File: config.mk
export PLATFORM = sky130hd
export DESIGN_NAME = alu_cmd_sequencer
export DESIGN_NICKNAME = d
export VERILOG_FILES = /design/src/rtl/alu_pkg.sv /design/src/rtl/alu_cmd_fifo.sv /design/src/rtl/alu_cmd_sequencer.sv
export SDC_FILE = /design/constraint.sdc
export NUM_CORES = 1
export LEC_CHECK = 0
export ABC_AREA = 1
export BUFFER_PORTS_ARGS = -buffer_cell sky130_fd_sc_hd__clkbuf_2
export CORE_MARGIN = 8
export CORE_UTILIZATION = 55
export DETAILED_ROUTE_END_ITERATION = 6
export PLACE_DENSITY = 0.78
export SYNTH_ARGS = -nofsm -noshare
export SYNTH_HDL_FRONTEND = slang
export SYNTH_SLANG_ARGS = --single-unit
File: constraint.sdc
create_clock -name CLK -period 2.95 [get_ports CLK]
set_clock_uncertainty 0.1 [all_clocks]
set_input_delay 0.59 -clock CLK [delete_from_list [all_inputs] [get_ports CLK]]
set_output_delay 0.59 -clock CLK [all_outputs]
set_load 0.02 [all_outputs]
File: src/rtl/alu_pkg.sv
// alu_pkg -- shared definitions for the ALU command sequencer.
//   * 4-bit ALU op-code constants (ALU_SEL encoding)
//   * divide/modulo-by-zero result sentinel
//   * sequencer FSM state encoding
//   * command word layout {SEL,B,A} as stored in the command FIFO
//   * helpers that classify op codes for carry and error qualification
package alu_pkg;

   localparam logic [3:0] ADD   = 4'd0;
   localparam logic [3:0] SUB   = 4'd1;
   localparam logic [3:0] MUL   = 4'd2;
   localparam logic [3:0] DIV   = 4'd3;
   localparam logic [3:0] MOD   = 4'd4;
   localparam logic [3:0] AND   = 4'd5;
   localparam logic [3:0] OR    = 4'd6;
   localparam logic [3:0] XOR   = 4'd7;
   localparam logic [3:0] NAND  = 4'd8;
   localparam logic [3:0] NOR   = 4'd9;
   localparam logic [3:0] XNOR  = 4'd10;
   localparam logic [3:0] SHL   = 4'd11;
   localparam logic [3:0] SHR   = 4'd12;
   localparam logic [3:0] PASSA = 4'd13;
   localparam logic [3:0] PASSB = 4'd14;
   localparam logic [3:0] ADDAA = 4'd15;

   // Result reported in place of the ALU output for a zero divisor.
   localparam logic [15:0] DIV_ZERO_SENTINEL = 16'hDEAD;

   typedef enum logic [1:0] {
      IDLE    = 2'd0,
      ISSUE   = 2'd1,
      CAPTURE = 2'd2,
      HOLD    = 2'd3
   } seq_state_t;

   // 20-bit command word, packed as {SEL,B,A}.
   typedef struct packed {
      logic [3:0] sel;
      logic [7:0] b;
      logic [7:0] a;
   } alu_cmd_t;

   // Only the add-type ops produce a carry that means anything downstream.
   function automatic logic carry_qualifies(input logic [3:0] sel);
      return (sel == ADD) || (sel == ADDAA);
   endfunction

   function automatic logic is_div_op(input logic [3:0] sel);
      return (sel == DIV) || (sel == MOD);
   endfunction

endpackage

File: src/rtl/alu_cmd_fifo.sv
// alu_cmd_fifo -- synchronous command FIFO, DEPTH entries of alu_cmd_t.
// Ports:
//   CLK, RST       clock, synchronous active-low reset
//   push / wdata   write request; ignored when full (even with a pop)
//   pop  / rdata   read request; rdata shows the head combinationally
//   count          entries held (0..DEPTH)
//   full / empty   status flags
import alu_pkg::*;

module alu_cmd_fifo #(
   parameter int DEPTH = 4
) (
   input  logic                     CLK,
   input  logic                     RST,
   input  logic                     push,
   input  logic                     pop,
   input  alu_cmd_t                 wdata,
   output alu_cmd_t                 rdata,
   output logic [$clog2(DEPTH):0]   count,
   output logic                     full,
   output logic                     empty
);

   localparam int AW = $clog2(DEPTH);
   localparam logic [AW:0] DEPTH_C = (AW+1)'(DEPTH);

   alu_cmd_t      mem [DEPTH];
   logic [AW-1:0] wr_ptr;
   logic [AW-1:0] rd_ptr;
   logic          do_push;
   logic          do_pop;

   assign full    = (count == DEPTH_C);
   assign empty   = (count == '0);
   // Full blocks a push outright; a same-edge pop does not free the slot early.
   assign do_push = push && !full;
   assign do_pop  = pop && !empty;
   assign rdata   = mem[rd_ptr];

   // DEPTH is a power of two, so the pointers wrap by natural overflow.
   always_ff @(posedge CLK) begin
      if (!RST) begin
         wr_ptr <= '0;
         rd_ptr <= '0;
         count  <= '0;
      end else begin
         if (do_push) wr_ptr <= wr_ptr + 1'b1;
         if (do_pop)  rd_ptr <= rd_ptr + 1'b1;
         case ({do_push, do_pop})
            2'b10:   count <= count + 1'b1;
            2'b01:   count <= count - 1'b1;
            default: ;
         endcase
      end
   end

   // Storage needs no reset; only entries between the pointers are ever read.
   always_ff @(posedge CLK) begin
      if (do_push) mem[wr_ptr] <= wdata;
   end

endmodule

File: src/rtl/alu_cmd_sequencer.sv
// alu_cmd_sequencer -- buffers ALU commands, issues them one at a time to an
// external registered ALU, and holds each result until the consumer takes it.
// Ports:
//   CLK, RST                 clock, synchronous active-low reset
//   CMD_VALID/CMD_READY      command handshake; CMD_A, CMD_B, CMD_SEL payload
//   ALU_A, ALU_B, ALU_SEL    registered operands/op code to the ALU
//   ALU_OUT, CAR_OUT         ALU result and carry (one cycle after sampling)
//   RES_VALID/RES_READY      result handshake
//   RES_DATA, RES_SEL        captured result and its op code
//   RES_CARRY, RES_ERR       qualified carry, divide/modulo-by-zero flag
//   FIFO_COUNT               commands currently buffered
import alu_pkg::*;

module alu_cmd_sequencer #(
   parameter int DEPTH = 4
) (
   input  logic                     CLK,
   input  logic                     RST,
   input  logic                     CMD_VALID,
   output logic                     CMD_READY,
   input  logic [7:0]               CMD_A,
   input  logic [7:0]               CMD_B,
   input  logic [3:0]               CMD_SEL,
   output logic [7:0]               ALU_A,
   output logic [7:0]               ALU_B,
   output logic [3:0]               ALU_SEL,
   input  logic [15:0]              ALU_OUT,
   input  logic                     CAR_OUT,
   output logic                     RES_VALID,
   input  logic                     RES_READY,
   output logic [15:0]              RES_DATA,
   output logic                     RES_CARRY,
   output logic [3:0]               RES_SEL,
   output logic                     RES_ERR,
   output logic [$clog2(DEPTH):0]   FIFO_COUNT
);

   seq_state_t state;
   seq_state_t state_nxt;
   alu_cmd_t   wcmd;
   alu_cmd_t   head;
   logic       pop;
   logic       fifo_full;
   logic       fifo_empty;
   logic       div_zero;

   assign wcmd      = '{sel: CMD_SEL, b: CMD_B, a: CMD_A};
   assign CMD_READY = !fifo_full;

   alu_cmd_fifo #(.DEPTH(DEPTH)) u_fifo (
      .CLK   (CLK),
      .RST   (RST),
      .push  (CMD_VALID),
      .pop   (pop),
      .wdata (wcmd),
      .rdata (head),
      .count (FIFO_COUNT),
      .full  (fifo_full),
      .empty (fifo_empty)
   );

   always_ff @(posedge CLK) begin
      if (!RST) state <= IDLE;
      else      state <= state_nxt;
   end

   // Pops happen only from IDLE or from HOLD on the consuming edge, which
   // makes HOLD->ISSUE->CAPTURE->HOLD a 3-cycle result cadence.
   always_comb begin
      state_nxt = state;
      pop       = 1'b0;
      case (state)
         IDLE: begin
            if (!fifo_empty) begin
               pop       = 1'b1;
               state_nxt = ISSUE;
            end
         end
         ISSUE:   state_nxt = CAPTURE;
         CAPTURE: state_nxt = HOLD;
         HOLD: begin
            if (RES_READY) begin
               if (!fifo_empty) begin
                  pop       = 1'b1;
                  state_nxt = ISSUE;
               end else begin
                  state_nxt = IDLE;
               end
            end
         end
         default: state_nxt = IDLE;
      endcase
   end

   // Operand registers change only on a pop so the ALU sees stable inputs
   // through ISSUE and CAPTURE.
   always_ff @(posedge CLK) begin
      if (!RST) begin
         ALU_A   <= '0;
         ALU_B   <= '0;
         ALU_SEL <= '0;
      end else if (pop) begin
         ALU_A   <= head.a;
         ALU_B   <= head.b;
         ALU_SEL <= head.sel;
      end
   end

   // ALU_B still holds the issued divisor during CAPTURE.
   assign div_zero = is_div_op(ALU_SEL) && (ALU_B == 8'd0);

   always_ff @(posedge CLK) begin
      if (!RST) begin
         RES_VALID <= 1'b0;
         RES_DATA  <= '0;
         RES_CARRY <= 1'b0;
         RES_SEL   <= '0;
         RES_ERR   <= 1'b0;
      end else begin
         case (state)
            CAPTURE: begin
               RES_VALID <= 1'b1;
               RES_DATA  <= div_zero ? DIV_ZERO_SENTINEL : ALU_OUT;
               RES_SEL   <= ALU_SEL;
               RES_CARRY <= carry_qualifies(ALU_SEL) && CAR_OUT;
               RES_ERR   <= div_zero;
            end
            HOLD: begin
               if (RES_READY) RES_VALID <= 1'b0;
            end
            default: ;
         endcase
      end
   end

endmodule

[Yosys cells after proc, flatten, opt, wreduce, memory -nomap -nowiden]
Memories as Yosys holds them, arrays and structs flattened. A register that Yosys moved wholly into a read port is not among the register bits.
Index checks and enable logic that the tools add are counted.
Storage, ports and cells
  memories: 1
  input port bits: 41
  word-level logic and storage cells: 55
  flip-flop bits (word level): 32
  memory bits (writable): 80
  output and inout bits: 47
Memories
  u_fifo.mem: depth 4, bits a word 20, read ports 1, clocked after memory_dff 1, write ports 1, RTL line alu_cmd_fifo.sv:27  | alu_cmd_t mem [DEPTH];
Operators by class
  $add $sub $neg: 4
  equality and inequality tests: 11
  reductions and logical operators: 17
  multiplexer cells: 13
Operators with widths (number)
  $mux 16: 1
  $logic_not 8->1: 1
  $pmux 2 s4: 1
  $eq 2x2->1 const B: 3
  $mux 1: 6
  $pmux 3 s2: 1
  $add 2x1->2 const B: 2
  $eq 2x1->1 const B: 2
  $eq 4x2->1 const B: 1
  $eq 4x3->1 const B: 1
  $eq 4x4->1 const B: 1
  $logic_and 1x1->1: 4
  $logic_not 4->1: 1
  $mux 2: 2
  $ne 2x2->1 const B: 2
  $pmux 1 s2: 2
  $reduce_and 2->1: 2
  $reduce_bool 2->1: 2
  $add 3x1->3 const B: 1
  $eq 3x3->1 const B: 1
  $logic_not 1->1: 3
  $logic_not 3->1: 1
  $sub 3x1->3 const B: 1
  $logic_not 2->1: 1
  $logic_or 1x1->1: 2

[Longest topological paths before layout]
Gate-level depths: netlist (run 1).
  word-level depth: 7
  mapped depth: 15

[Modules after synthesis]
A second synthesis (run 1) with hierarchy kept.
Unflattened totals
  cell total of the unflattened synthesis: 499
  area total of the unflattened synthesis: 5255.0 µm²
By module, submodules not included
  alu_cmd_fifo: area each 3428.3 µm², cells an instance 263, instances 1
  alu_cmd_sequencer: area each 1826.8 µm², cells an instance 236, instances 1

[Worst setup path before layout (run 1)]
OpenSTA, ideal clock, no wires.
  kind: reg2reg
  from: register u_fifo.count[0]
  to: memory u_fifo.mem[0][0] in the netlist's numbering (enable)
  setup slack: 645 ps
  data arrival time: 1808 ps
  buffers on the path: 0
  cell stages (with the launch flop): 5
  period minus slack after synthesis: 2305 ps
  data required time: 2453 ps
  cells stage by stage: dfxtp_1 > nor2_2 > nand2_1 > nand2_2 > nor2_1
On the way
  cells in the longest elaborated chain, start to end: 5
RTL lines
  from (decl): RTL line alu_cmd_fifo.sv:19  | output logic [$clog2(DEPTH):0] count,
  from (signal assigned): RTL line alu_cmd_fifo.sv:50  | 2'b10: count <= count + 1'b1;
  from (signal assigned): RTL line alu_cmd_fifo.sv:51  | 2'b01: count <= count - 1'b1;
  $eq 3x3->1: RTL line alu_cmd_fifo.sv:33  | assign full = (count == DEPTH_C);
  $logic_not 1->1
  net CMD_READY: RTL line alu_cmd_sequencer.sv:20  | output logic CMD_READY,
  $logic_and 1x1->1: RTL line alu_cmd_fifo.sv:36  | assign do_push = push && !full;
  $mux 1: RTL line alu_cmd_fifo.sv:59  | if (do_push) mem[wr_ptr] <= wdata;
  $mux 1 (implied by the code): RTL line alu_cmd_fifo.sv:59
  to (decl): RTL line alu_cmd_fifo.sv:27
The timed path passes the listed nets, and every way through them passes these cells.

[Final worst setup path (run 1)]
  from: register state[0]
  to: register u_fifo.count[2]
On the way
  cells in the longest elaborated chain, start to end: 5
  elaborated cells on any way between the ends: 8
RTL lines
  from (decl): RTL line alu_cmd_sequencer.sv:38  | seq_state_t state;
  from (signal assigned): RTL line alu_cmd_sequencer.sv:64  | else state <= state_nxt;
  $eq 2x2->1 or $logic_not 2->1 (tied branches): RTL line alu_cmd_sequencer.sv:72  | case (state)
  $pmux 1 s2 *: RTL line alu_cmd_sequencer.sv:72
  $logic_and 1x1->1 *: RTL line alu_cmd_fifo.sv:37  | assign do_pop = pop && !empty;
  $eq 2x1->1 or $eq 2x2->1 (tied branches): RTL line alu_cmd_fifo.sv:49  | case ({do_push, do_pop})
  $pmux 3 s2 or $reduce_bool 2->1 (tied branches)
Every way passes the cells marked *; elsewhere a longest branch is shown, timed or not.
A chain may end at the register's enable or synchronous reset.

==> Flow_metrics.wiki, run 1 <==
{| class="wikitable"
! Metric !! Value
|-
| Run status || completed
|-
| Switching portion of total power || 35.10%
|-
| Clock-pin slew on the worst setup and hold paths || 60 ps
|-
| Switching Power || approximately 2.3 mW
|-
| Clk pwr share || 30.9%
|-
| 1st-pass router iterations || 4
|-
| Global placement routability congestion || about 0.80
|-
| Filler instances || 727
|-
| H-tree depth || 4
|-
| # DRC || 0
|-
| Final cycle utilization of the critical path || 76.68%
|-
| Netlist cell types || 25
|-
| Worst Setup Start Kind || flip-flop
|-
| Total of max-cap violations || 0
|-
| Max-slew headroom || 56.87%
|-
| Post-synthesis instance area || 5326 sq um
|-
| Effective utilization at floorplan || between 50 and 60%
|-
| Total number of vias || about 3900
|-
| Number of top-level pins || a little under 90
|-
| Setup repair after global routing missed its margin || no
|-
| Largest delay share family, worst path || adder cells
|-
| Vias in the first global route || slightly below 4000
|-
| Wire length after detailed routing || roughly 12000 microns
|-
| Number of core rows || 36
|-
| Maximum clock frequency || 0.4421 GHz
|-
| Worst Max-Slew Pin Slew || 646.0 ps
|-
| Share of Yosys cell area claimed by the top area cell type || 45.10%
|-
| Maximum number of pins on one net before global-route repair || 42
|-
| Critical setup path kind || reg -> reg
|-
| Quantity of hold-fixing buffers added after cts || 0
|-
| CTS tree || built
|-
| Register bit total from synthesis || 132
|-
| Placeable core region || 9594 sq um
|-
| Register Area || 3443 sq um
|-
| Residual overflow from global routing || 0
|-
| Yosys warning count || 0
|-
| Biggest area consumer among synthesized cells || edfxtp_1
|-
| Largest stage delay on the critical path || around 380 ps
|-
| Clock Path Buffers || 2
|-
| Fraction of final layout cells sized beyond drive strength 1 || 23.03%
|-
| Pwr dens || 1020 nW/um^2
|-
| Final setup slack of the worst path || 688.1 ps
|-
| Proportion of synthesized chip area in sequential cells || 64.65%
|-
| Port Buffers || 87
|-
| Worst-path cell chain || inv_1 > ha_1 > inv_1 > nand3_4 > inv_4 > ha_1 > inv_1 > fa_1 > nand2_1 > nand3_1 > o21ai_0 > a21oi_1
|-
| Combinational Power Share || 30.4%
|-
| Reg power frac || 38.7%
|-
| Antenna Nets Post-Route || 0
|-
| Required time of the critical path || 3240 ps
|-
| Initial antenna violation count || 0
|-
| Net count after synthesis || roughly 580
|-
| Multi-input combinational cell area || 1600 sq um
|-
| Number of nets in the final layout || 672
|-
| Post-layout total power || 6.542 mW
|-
| Number of antenna diodes || 0
|-
| CP bufs+invs || 4
|-
| Routed wire per std cell || 15.18 microns
|-
| Pre-CTS WS || slightly above 700 ps
|-
| Global-route wire length before repair || between 15000 and 20000 microns
|-
| Count of endpoints failing setup in the final report || 0
|-
| Total track usage || a little under a fifth
|-
| Die H || roughly 110 microns
|-
| Total count of max-transition violations in the final report || 0
|-
| HPWL after detailed placement || 7425 microns
|-
| Final total negative setup slack || 0 ps
|-
| Leak pwr || 2.715 nW
|-
| DRT iter0 DRCs || 322
|-
| Worst hold path class || in -> reg
|-
| Final Critical Period || 2262 ps
|-
| Slowest-stage cell, CP || fa_1
|-
| Post-Syn Instances || 531
|-
| Vias per cell || 5.087
|-
| Worst endpoint data arrival time || around 2600 ps
|-
| Total count of hold-check failures in the final report || 0
|-
| Worst VDD drop || 488.6 uV
|-
| Internal power || 4.246 mW
|-
| Maximum fanout along the worst path || 4
|-
| Top post-synthesis cells by area || edfxtp_1 45%, dfxtp_1 20%, nor2_1 11%, o21ai_0 4.2%, nand2_1 4.0%
|-
| Mapped Avg Cell Area || 10.03 sq um
|-
| CTS-repair resized insts || 0
|-
| # Post-CTS Setup Buffers || 0
|-
| Cell total after placement || ~740
|-
| Cell Area, Placed || 5839 sq um
|-
| Clock Root Buffer || clkbuf_8
|-
| Endpoint kind of the worst setup timing path || flip-flop
|-
| Clock buffers created by TritonCTS || 17
|-
| Area overhead of the layout relative to synthesis || 20.41%
|-
| Worst skew pair latency || 510 ps
|-
| Total non-filler cell area in the finished layout || 6414 sq um
|-
| Cell type with the highest occurrence count on the critical path || inv_1
|-
| Area of the die || 13090 sq um
|-
| Final non-filler cell total || 767
|-
| Total number of clock tree sinks || 132
|-
| Width of the die || 114.4 microns
|}
## metal layers
layer	global-route usage, %	vias to the layer above	wire length, microns
li1	-	1943	-
met4	7.986	0	130
met3	5.222	9	715
met2	31.24	124	5760
met1	21.84	1826	5033
met5	0	-	0
## worst register-to-register path, cell delays in order (launching register included)
cell     delay, ps
dfxtp_1        370
inv_1          100
ha_1           300
inv_1          110
nand3_4         90
inv_4           60
ha_1           160
inv_1           70
fa_1           380
nand2_1         80
nand3_1        100
o21ai_0        170
a21oi_1         60
## Yosys cell counts (all sizes together)
| cell type | number |
|---|---|
| nor2 | 153 |
| o21ai | 83 |
| edfxtp | 80 |
| nand2 | 60 |
| dfxtp | 52 |
| a21oi | 29 |
| inv | 29 |
| buf | 19 |
| ha | 9 |
| clkbuf | 8 |
| nand3 | 5 |
| fa | 1 |
| o211ai | 1 |
| or2 | 1 |
| xor2 | 1 |
## final timing paths
path	slack [ps]	cells past startpoint	startpoint	endpoint
worst max-delay path	690	12	state[0]$_SDFFE_PN0P_	u_fifo.count[2]$_SDFFE_PN0P_
worst max register to register	690	12	state[0]$_SDFFE_PN0P_	u_fifo.count[2]$_SDFFE_PN0P_
worst min-delay path	200	1	CMD_A[2]	u_fifo.mem[2][2]$_DFFE_PP_
worst min register to register	360	2	RES_VALID$_SDFFE_PN0P_	RES_VALID$_SDFFE_PN0P_
## layout by cell type (no fill, tap or decap), types with 4 or more instances in the layout
master and count:
inv_1 25, buf_4 11, edfxtp_1 80, dfxtp_1 52
nor2_1 152, ha_1 9, nand2_1 57, o21ai_0 45
a21oi_2 10, nand3_1 4, a21oi_1 19, clkbuf_16 16
clkbuf_2 87, o21ai_1 38, clkinv_2 5
## power by group through the flow
| stage | logic (mW) | clock network, mW | registers [mW] |
|---|---|---|---|
| 5_1_grt | 2.24 | 2.14 | 2.57 |
| 3_3_place_gp | 1.93 | 0 | 2.55 |
| 4_1_cts | 2.01 | 2.05 | 2.53 |
| 3_5_place_dp | 1.99 | 0 | 2.56 |
| 6_report | 1.99 | 2.02 | 2.53 |
| 2_1_floorplan | 1.17 | 0 | 2.81 |
## sequential cells by signal, summed over array words and instances (netlist names), 2 cells and up
signal / flops
u_fifo.wr_ptr: 2
ALU_SEL: 4
state: 2
u_fifo.rd_ptr: 2
u_fifo.count: 3
RES_SEL: 4
RES_DATA: 16
u_fifo.mem: 80
ALU_A: 8
ALU_B: 8
## stage by stage
| stage | util [%] | hold WS [ps] |
|---|---|---|
| floorplan | - | 369.5 |
| global placement | 60.86 | 352.9 |
| detailed placement | 60.86 | 356.4 |
| CTS | 66.85 | 180.4 |
| global route | 66.85 | 175.4 |
| finish | 66.85 | 198.9 |
## layout make-up
class | instances | area share [%]
Clock buffer | 21 | 6.847
Timing Repair Buffer | 98 | 8.076
Sequential cell | 132 | 53.69
Clock inverter | 11 | 2.107
Multi-Input combinational cell | 343 | 24.95
Inverter | 29 | 1.736
Tap cell | 133 | 2.595
## logic make-up after synthesis
kind of cell               count (synthesis)  share of synthesized area (%)
AOI/OAI and AO/OA                        113                          11.37
xor gates and xnor gates                   1                         0.1645
adders and majority gates                 10                          2.490
buffers and inverters                     56                          5.309
DFF                                      132                          64.65
and+or+nand+nor                          219                          16.02
(Power assumes the default switching activity.)
==> run 2, diff against run 1 <==
Settings changed: ABC_AREA 1 to 0, CORE_UTILIZATION 55 to 50, PLACE_DENSITY 0.78 to 0.75.
Clock period 2.95 ns to 1.94 ns, I/O delays scaled along.
==> Flow_metrics.wiki, run 2 <==
{| class="wikitable"
! Metric !! Value
|-
| Run status || finished with violations
|-
| Violated checks || setup timing
|-
| Largest delay share family, worst path || adder cells
|-
| Clock buffers created by TritonCTS || 17 (unchanged)
|-
| Residual overflow from global routing || 0 (unchanged)
|-
| Final Critical Period || 2150 ps (-111.9 ps)
|-
| Maximum fanout along the worst path || 5 (+1)
|-
| Length in cells of the worst reg-to-reg path || 10 (-2)
|-
| Most frequent standard cell in the layout excluding fill and tap cells || clkbuf_2
|-
| Start point of the critical path || state[1]$_SDFFE_PN0P_
|-
| Initial antenna violation count || 0 (unchanged)
|-
| HPWL after detailed placement || 7738 microns (+4.2%)
|-
| Worst Setup EP || u_fifo.count[2]$_SDFFE_PN0P_
|-
| Worst-path cell chain || inv_4 > ha_4 > a21oi_2 > nor3_4 > ha_4 > inv_2 > fa_2 > xor2_1 > or3_4 > a21oi_2
|-
| Mapped Avg Cell Area || 14.95 sq um (+49%)
|-
| Max-slew headroom || 66.22% (+9.3 points)
|-
| Total number of vias || 3674 (-5.8%)
|-
| Post-synthesis instance area || 5324 sq um (about the same)
|-
| CP bufs+invs || 2 (-2)
|-
| Pwr dens || 1466 nW/um^2 (+44%)
|-
| Vias per cell || 5.687 (+12%)
|-
| Post-Syn Instances || 356 (-33%)
|-
| Total number of clock tree sinks || 132 (unchanged)
|-
| Number of top-level pins || 88 (unchanged)
|-
| Netlist cell types || 46 (+84%)
|-
| Biggest area consumer among synthesized cells || edfxtp_1
|-
| Number of antenna diodes || 0 (unchanged)
|-
| Fraction of final layout cells sized beyond drive strength 1 || 39.80% (+17 points)
|-
| Post-synthesis async set-or-reset flop share || 0% (unchanged)
|-
| Cell total after placement || 583 (-21%)
|-
| Leak pwr || 2.729 nW (+0.53%)
|-
| Number of core rows || 37 (+2.8%)
|-
| Die H || 119.2 microns (+4.2%)
|-
| Total of max-cap violations || 0 (unchanged)
|-
| Worst Max-Slew Pin Slew || 506.7 ps (-139.3 ps)
|-
| Top reg by flops || u_fifo.mem
|-
| Share of Yosys cell area claimed by the top area cell type || 45.12% (about the same)
|-
| Commonest cells after routing, fill and taps aside || 86 x clkbuf_2, 80 x edfxtp_1, 47 x dfxtp_1
|-
| Count of endpoints failing setup in the final report || 3 (+3)
|-
| Yosys warning count || 0 (unchanged)
|-
| Top-count cell post-synth || edfxtp_1
|-
| Net count after synthesis || 407 (-30%)
|-
| Logic depth of the worst path, buffers included || 10 (-2)
|-
| Required time of the critical path || 2280 ps (-960 ps)
|-
| Count of flip-flops with a built-in enable after synthesis || 80 (unchanged)
|-
| Worst skew pair latency || 510 ps (about the same)
|-
| Final non-filler cell total || 646 (-16%)
|-
| Predominant post-synthesis flop cell || edfxtp_1
|-
| Total track usage || 17.79% (-0.82 points)
|-
| Clock-pin slew on the worst setup and hold paths || 60 ps (about the same)
|-
| Filler instances || 675 (-7.2%)
|-
| Maximum number of pins on one net before global-route repair || 43 (+2.4%)
|-
| Largest stage delay on the critical path || 370 ps (about the same)
|-
| Multi-input combinational cell area || 1789 sq um (+12%)
|-
| Area of the die || 14210 sq um (+8.5%)
|-
| Effective utilization at floorplan || 51.57% (-3.9 points)
|-
| DRT iter0 DRCs || 302 (-6.2%)
|-
| Total count of hold-check failures in the final report || 0 (unchanged)
|-
| Reg-to-reg critical path startpoint || state[1]$_SDFFE_PN0P_
|-
| Total count of max-transition violations in the final report || 0 (unchanged)
|-
| CTS tree || built
|-
| Final cycle utilization of the critical path || 110.8% (+34 points)
|-
| Top post-synthesis cells by area || edfxtp_1 45%, dfxtp_1 20%, mux4_2 8.5%, nand4b_1 3.3%, mux2i_1 3.2%
|-
| Global-route wire length before repair || 19820 microns (+5.2%)
|-
| Register bit total from synthesis || 132 (unchanged)
|-
| Setup repair after global routing missed its margin || yes
|-
| 1st-pass router iterations || 5 (+1)
|-
| Proportion of synthesized chip area in sequential cells || 64.68% (about the same)
|-
| Clock Path Buffers || 2 (unchanged)
|-
| Wire length after detailed routing || 12580 microns (+8.1%)
|-
| Post-layout total power || 10.42 mW (+59%)
|-
| Global placement routability congestion || 0.7345 (-7.7%)
|-
| Port Buffers || 87 (unchanged)
|-
| List of most frequent post-synthesis cells || 80 x edfxtp_1, 52 x dfxtp_1, 26 x nand2_1
|-
| Antenna Nets Post-Route || 0 (unchanged)
|-
| Max reg flops || 80 (unchanged)
|-
| H-tree depth || 4 (unchanged)
|-
| Regs by FF count || u_fifo.mem: 80 flops, RES_DATA: 16 flops
|-
| Final total negative setup slack || -319.3 ps (-319.3 ps)
|-
| Slowest-stage cell, CP || dfxtp_4
|-
| Maximum clock frequency || 0.4651 GHz (+5.2%)
|-
| Register Area || 3460 sq um (+0.47%)
|-
| Worst VDD drop || 735.1 uV (+50%)
|-
| Area overhead of the layout relative to synthesis || 33.54%
|-
| Clock Root Buffer || clkbuf_8
|-
| Worst endpoint data arrival time || 2490 ps (-60 ps)
|-
| Worst hold path class || in -> reg
|-
| Width of the die || 119.2 microns (+4.2%)
|-
| Number of nets in the final layout || 548 (-18%)
|-
| Vias in the first global route || 3727 (-4.7%)
|-
| Critical setup path kind || reg -> reg
|-
| Endpoint kind of the worst setup timing path || flip-flop
|-
| Worst Setup Start Kind || flip-flop
|-
| Routed wire per std cell || 19.48 microns (+28%)
|-
| Final setup slack of the worst path || -210.0 ps (-898.1 ps)
|-
| Placeable core region || 10320 sq um (+7.6%)
|-
| R2r endpoint || u_fifo.count[2]$_SDFFE_PN0P_
|-
| R2R setup slack || -210 ps (-900 ps)
|-
| # DRC || 0 (unchanged)
|}
## run 2: cell count changes in the layout (fill, tap and decap cells not counted), sizes merged, moves of 11 or more
cell         change
a21oi           -21
nand2           -34
mux2i           +17
nor2           -143
mux4            +20
o22ai           +11
dlygate4sd3     +24
o21ai           -80
nand4b          +20
buf             +29
o311ai          +20
inv             -14
## run 2: logic make-up after synthesis
kind of cell | after synthesis | share of synthesized area [%]
and+or+nand+nor | 83 | 9.542
adders and majority gates | 10 | 2.491
muxes | 37 | 11.66
buffers and inverters | 36 | 3.102
xor gates and xnor gates | 2 | 0.3291
AOI/OAI and AO/OA | 56 | 8.202
DFF | 132 | 64.68
## run 2: area by class of cell
cell class | instances | share of cell area [%]
clock buffer | 17 | 5.825
clock inverter | 15 | 2.746
inverter | 8 | 0.4576
multi-input combinational | 188 | 25.17
sequential | 132 | 48.66
tap | 136 | 2.394
timing repair buffer | 150 | 14.75
## run 2: how the worst min path moves through the flow
| stage | startpoint | to | slack, ps | depth (start not counted) |
|---|---|---|---|---|
| 2_1_floorplan | state[1]$_SDFFE_PN0P_ | state[1]$_SDFFE_PN0P_ | 380 | 2 |
| 3_3_place_gp | RES_DATA[6]$_SDFFE_PN0P_ | RES_DATA[6]$_SDFFE_PN0P_ | 350 | 1 |
| 5_1_grt | CMD_SEL[1] | u_fifo.mem[1][17]$_DFFE_PP_ | 20 | 1 |
| 6_report | CMD_SEL[1] | u_fifo.mem[1][17]$_DFFE_PP_ | 30 | 1 |
| 3_5_place_dp | RES_ERR$_SDFFE_PN0P_ | RES_ERR$_SDFFE_PN0P_ | 350 | 2 |
| 4_1_cts | CMD_SEL[1] | u_fifo.mem[1][17]$_DFFE_PP_ | 4 | 1 |
## run 2: what timing repair did
item / 4_1_cts / 5_1_grt
pin swaps: 7 / 5
buffers inserted: 5 / 2
hold buffers: 24 / 0
setup endpoints to repair: 3 / 6
resized for setup: 10 / 4
gates cloned: 0 / 0
endpoints found under the hold margin: 81 / 0
## run 2: power breakdown
part	internal, mW	total [mW]	switching, mW	leakage (nW)
logic	1.48	3.41	1.93	1.28
registers	3.46	3.77	0.303	1.16
clock network	2.00	3.25	1.25	0.293
## run 2: stage by stage
stage               worst slack (ps)  area, sq um  util (%)  hold WS [ps]
global placement              -250.1         6160     59.67         347.5
finish                        -210.0         7109     68.86         32.75
floorplan                     -310.3         5386         -         383.3
global route                  -274.2         7109     68.86         18.26
CTS                           -263.7         7078     68.56         3.635
detailed placement            -309.6         6160     59.67         354.1
## run 2: metal layers
layer	routed length, microns	global-route usage (%)
met3	1027	6.471
met1	5048	20.32
met2	6321	30.24
met5	0	0
met4	187	6.166
## run 2: worst register-to-register path, delay by kind of cell, from the launching register on
kind | cells | cell delay (ps)
flip-flops | 1 | 370
adder cells (fa/ha/maj) | 3 | 620
buffers and inverters | 2 | 110
XOR/XNOR | 1 | 150
AO/OA/AOI/OAI | 2 | 180
AND/OR/NAND/NOR | 2 | 560
